**config.mk**
```make
export PLATFORM = sky130hd
export DESIGN_NAME = load_store_unit
export DESIGN_NICKNAME = d
export VERILOG_FILES = /design/src/rtl/load_store_unit.sv
export SDC_FILE = /design/constraint.sdc
export NUM_CORES = 1
export LEC_CHECK = 0
export CAP_MARGIN = 5
export CORE_UTILIZATION = 46
export DETAILED_ROUTE_END_ITERATION = 8
export PLACE_DENSITY = 0.92
export SYNTH_ARGS = -nofsm -noshare
export SYNTH_HDL_FRONTEND = slang
export SYNTH_SLANG_ARGS = --single-unit
```
**constraint.sdc**
```tcl
create_clock -name clk -period 2.1 [get_ports clk]
set_input_delay 0.63 -clock clk [delete_from_list [all_inputs] [get_ports clk]]
set_output_delay 0.63 -clock clk [all_outputs]
set_load 0.05 [all_outputs]
```
**src/rtl/load_store_unit.sv**
```systemverilog
// MIPS load/store front end for a big-endian, word-wide data memory.
// Sub-word loads are extracted and extended; sub-word stores are read-modify-write.
module load_store_unit #(
  parameter int unsigned ADDR_W = 18
) (
  input  logic              clk,
  input  logic              reset,
  input  logic              req,
  input  logic              we,
  input  logic [1:0]        size,
  input  logic              uns,
  input  logic [ADDR_W-1:0] addr,
  input  logic [31:0]       wdata,
  output logic              ready,
  output logic              done,
  output logic              err,
  output logic [31:0]       rdata,
  output logic [ADDR_W-1:0] mem_adress,
  output logic [31:0]       mem_write_data,
  output logic              mem_read,
  output logic              mem_write,
  input  logic [31:0]       mem_read_data
);

  localparam int unsigned DATA_W = 32;

  typedef enum logic [2:0] {
    S_IDLE,
    S_RD_REQ,
    S_RD_WAIT,
    S_WR,
    S_RESP
  } state_t;

  state_t              r_state;
  state_t              w_next;
  logic                r_we;
  logic [1:0]          r_size;
  logic                r_uns;
  logic [1:0]          r_off;
  logic [15:0]         r_wdata;
  logic                r_ready;
  logic                r_done;
  logic                r_err;
  logic [DATA_W-1:0]   r_rdata;
  logic [ADDR_W-1:0]   r_mem_adress;
  logic [DATA_W-1:0]   r_mem_write_data;
  logic                r_mem_read;
  logic                r_mem_write;

  logic                w_accept;
  logic                w_misalign;
  logic [4:0]          w_bsh;
  logic [4:0]          w_hsh;
  logic [7:0]          w_lbyte;
  logic [15:0]         w_lhalf;
  logic [DATA_W-1:0]   w_load;
  logic [DATA_W-1:0]   w_bmask;
  logic [DATA_W-1:0]   w_hmask;
  logic [DATA_W-1:0]   w_merged;

  assign w_accept   = req & r_ready;
  assign w_misalign = (size == 2'b11) ||
                      (size == 2'b01 && addr[0]) ||
                      (size == 2'b10 && addr[1:0] != 2'b00);

  // Big-endian lane positions: offset 0 is the most significant byte.
  assign w_bsh   = 5'd24 - {r_off, 3'b000};
  assign w_hsh   = 5'd16 - {r_off[1], 4'b0000};
  assign w_lbyte = mem_read_data[5'd31 - {r_off, 3'b000} -: 8];
  assign w_lhalf = mem_read_data[5'd31 - {r_off[1], 4'b0000} -: 16];
  assign w_bmask = DATA_W'(32'h0000_00FF) << w_bsh;
  assign w_hmask = DATA_W'(32'h0000_FFFF) << w_hsh;

  // Load extraction and store merge from the returned memory word
  always_comb begin
    w_load   = mem_read_data;
    w_merged = mem_read_data;
    case (r_size)
      2'b00: begin
        w_load   = {{24{~r_uns & w_lbyte[7]}}, w_lbyte};
        w_merged = (mem_read_data & ~w_bmask) |
                   ((DATA_W'(r_wdata[7:0]) << w_bsh) & w_bmask);
      end
      2'b01: begin
        w_load   = {{16{~r_uns & w_lhalf[15]}}, w_lhalf};
        w_merged = (mem_read_data & ~w_hmask) |
                   ((DATA_W'(r_wdata) << w_hsh) & w_hmask);
      end
      default: begin
        w_load   = mem_read_data;
        w_merged = mem_read_data;
      end
    endcase
  end

  // Next-state decode
  always_comb begin
    w_next = r_state;
    case (r_state)
      S_IDLE: begin
        if (w_accept) begin
          if (w_misalign)                 w_next = S_RESP;
          else if (we && size == 2'b10)   w_next = S_WR;
          else                            w_next = S_RD_REQ;
        end
      end
      S_RD_REQ:  w_next = S_RD_WAIT;
      S_RD_WAIT: w_next = r_we ? S_WR : S_RESP;
      S_WR:      w_next = S_RESP;
      S_RESP:    w_next = S_IDLE;
      default:   w_next = S_IDLE;
    endcase
  end

  always_ff @(posedge clk) begin
    if (reset) begin
      r_state          <= S_IDLE;
      r_we             <= 1'b0;
      r_size           <= 2'b00;
      r_uns            <= 1'b0;
      r_off            <= 2'b00;
      r_wdata          <= 16'h0;
      r_ready          <= 1'b1;
      r_done           <= 1'b0;
      r_err            <= 1'b0;
      r_rdata          <= '0;
      r_mem_adress     <= '0;
      r_mem_write_data <= '0;
      r_mem_read       <= 1'b0;
      r_mem_write      <= 1'b0;
    end else begin
      r_state     <= w_next;
      r_ready     <= (w_next == S_IDLE);
      r_done      <= (w_next == S_RESP);
      r_mem_read  <= (w_next == S_RD_REQ);
      r_mem_write <= (w_next == S_WR);
      if (r_state == S_IDLE && w_accept) begin
        r_we         <= we;
        r_size       <= size;
        r_uns        <= uns;
        r_off        <= addr[1:0];
        r_wdata      <= wdata[15:0];
        r_err        <= w_misalign;
        r_mem_adress <= {addr[ADDR_W-1:2], 2'b00};
        if (we && size == 2'b10) r_mem_write_data <= wdata;
      end
      if (r_state == S_RD_WAIT) begin
        if (r_we) r_mem_write_data <= w_merged;
        else      r_rdata          <= w_load;
      end
    end
  end

  assign ready          = r_ready;
  assign done           = r_done;
  assign err            = r_err;
  assign rdata          = r_rdata;
  assign mem_adress     = r_mem_adress;
  assign mem_write_data = r_mem_write_data;
  assign mem_read       = r_mem_read;
  assign mem_write      = r_mem_write;

endmodule

```
==> results of run 1 <==
[flip-flops by register name, summed over array words and instances (netlist names)]
signal	cells
r_off	2
r_we	1
rdata	32
r_state	3
r_uns	1
err	1
ready	1
mem_write_data	32
done	1
r_size	2
mem_read	1
mem_write	1
r_wdata	16
mem_adress	16
[metal layers]
metal  global-route usage  up-vias  wire length [um]
li1                     -     2674                 -
met1               0.3608     2706              6717
met2               0.4813      345              8275
met3              0.09053       53              2023
met4               0.1000        0               579
met5                    0        -                 0
[cells by family (layout without fill, tap and decap cells)]
family	after synthesis	count (layout)	share of synthesized area
muxes	13	13	0.02589
DFF	110	110	0.4104
buffers and inverters	66	236	0.06133
and+or+nand+nor	254	254	0.2141
other	1	2	0.0006990
AOI/OAI and AO/OA	203	203	0.2875
[layout make-up]
cell class / count / area (um2)
Tap cell: 143 / 178.9
Timing Repair Buffer: 211 / 1871
Inverter: 9 / 33.78
Multi-Input combinational cell: 472 / 2845
Clock buffer: 12 / 256.5
Sequential cell: 110 / 2202
Clock inverter: 4 / 52.55
Fill cell: 906 / 3930
[stage by stage]
| stage | total power [uW] | hold slack (ps) |
|---|---|---|
| final | 5695 | 452.0 |
| after CTS | 5695 | 454.7 |
| after floorplan | 3344 | 436.7 |
| after detailed placement | 3938 | 448.5 |
| after global routing | 5930 | 470.0 |
| after global placement | 3913 | 440.5 |
[how the worst max path moves through the flow]
stage                                      start  depth (start not counted)                       endpoint  slack (ps)
after floorplan                mem_read_data[15]                          5         rdata[20]$_SDFFE_PP0P_         340
after global placement         mem_read_data[23]                          6         rdata[19]$_SDFFE_PP0P_        -120
after detailed placement       mem_read_data[23]                          6         rdata[19]$_SDFFE_PP0P_        -150
after CTS                      mem_read_data[23]                          6         rdata[30]$_SDFFE_PP0P_         210
after global routing       r_off[0]$_SDFFE_PP0P_                          4   mem_write_data[1]$_SDFF_PP0_         100
final                     r_size[0]$_SDFFE_PP0P_                          5  mem_write_data[15]$_SDFF_PP0_         190
[timing repair]
action / in CTS / in global routing
hold buffers: 0 / 0
setup endpoints to repair: 5 / 0
resized for setup: 5 / 0
buffers inserted: 0 / 0
[Yosys cell counts (2+ instances only)]
cell type    n
nand2b_1     7
buf_6        4
mux2i_1      9
nor2b_1      2
buf_4        3
a31o_2       3
inv_1        9
and3b_1      2
nor3b_1      3
nor3_1       2
o221ai_1     4
buf_2       19
and2_1       2
and3_1      18
a21oi_1     43
a311oi_1    25
and4bb_2     3
o21a_1       4
nor2_1      39
a21boi_0     2
nand2_1    162
a22oi_1     16
nand3_1      2
a211oi_1    39
dfxtp_1    110
o211ai_1     3
mux2_2       3
clkbuf_1    30
a211oi_2    11
a22o_1      16
a221oi_1    17
nand3b_1     2
o21ai_0     12
[critical path: stages (launching register included)]
cell,delay [ps]
dfxtp_1,510
buf_4,300
inv_1,140
nor2_1,440
a221oi_1,190
a22oi_1,240
[power by group]
group          switching [uW]  internal, uW
Combinational             958           602
Sequential                126          2220
Clock                     786           998
==> results.toml, run 1 <==
[run_status]
status = "finished, final reports clean"

[synthesis]
synth_warnings = 0
ys_types = 54
synth.yosys.seq_area_share = 0.4104
synth_top_cell_by_area = "dfxtp_1"
synth_top_area_frac = 0.4104
synth-seq-cells = 110
netlist_area_um2 = 5365
syn_inst = 647
synthFlopType = "dfxtp_1"
synthTopCellsByArea = "dfxtp_1, nand2_1, a211oi_1"
synthArstFlopShare = 0
synth.avg_cell_area_um2 = 8.292
synth-edff-count = 0

[placement]
dp_slack_ps = -151.6
dp_cells = 945
place_area_um2 = 7137
dp_hpwl_um = 13000
gp_congestion = 0.9343
port_buffers = 173

[global_routing]
grt_pass1_vias = 5185
grt_usage = 0.2923
overflow = 0
grt_pass1_wl_um = 26650
grt_max_degree = 40
antenna_found_initial = 0

[floorplan]
dieArea_um2 = 12100
rows = 39
die_y_um = 110.0
fp.coreArea_um2 = 11370
ios = 176
initial_core_util = 0.4719
die_w_um = 110.0

[critical_path]
critPathMaxFanout = 19
rr_worst_depth = 5
crit_arrival_ps = 2190
cp-end-kind = "register"
setup.worst_path.start_class = "register"
timing_worst_setup_path_type = "register to register"
timing.rr.start = "r_size[0]$_SDFFE_PP0P_"
reg2reg_slack_ps = 190
regToRegEndpoint = "mem_write_data[15]$_SDFF_PP0_"
cp.required_ps = 2380

[timing]
fin_worst_skew_ps = 8.650
setup_ws_ps = 191.5
period_needed_ps = 1908
max_slew_margin = 0.6402
worst_pin_slew_ps = 539.7
fin_tns_setup_ps = 0
hold_viol = 0
fin_crit_sh = 0.9088
fmax_mhz = 524.0
rsz0062_at_grt = "no"
slew_violations = 0
setup_viol = 0

[detailed_routing]
drcViolationCount = 0
vias_per_cell = 6.012
drt_iter0_drc = 561
num_vias = 5778
first_pass_iters = 5
wl_per_cell_um = 18.31
antenna_left = 0
routed_wl_um = 17600

[final_layout]
final_common_cell = "nand2_1"
fin_nets = 902
num_antenna_cells = 0
fin_cells = 961
layout_common_cells = "nand2_1, buf_4, dfxtp_1, clkdlybuf4s50_1, a21oi_1"
area_delta_synth_final_pct = 38.67
drive_gt1_frac = 0.2029
final_core_util = 0.6543
final_cell_area_um2 = 7440

[clock_tree]
cts_buffer_depth = 2
cts_buffers = 9
clock-sinks = 110
cts_tree = "done"
clk_pin_slew_ps = 70
cts-root-buf = "clkbuf_16"
clk-insertion-delay-late_ps = 360
htreeDepth = 3

[worst_hold_path]
whs_endpoint = "mem_adress[2]$_SDFFE_PP0P_"
hp-start = "mem_adress[2]$_SDFFE_PP0P_"
hp-class = "register to register"
whs_path_depth = 2

[power_and_ir_drop]
leakagePower_uw = 0.002944
irDropWorstVdd_mv = 0.6131
powerDensity_nw_per_um2 = 765.6

[flow_run]
cap_violations = 0
Note: power is estimated with default switching activity, not from simulation.
==> run 2, diff against run 1 <==
Settings changed: CAP_MARGIN 5 to default.
==> results of run 2 <==
Same layout as run 1: the final DEF is identical, and so are final timing and power.
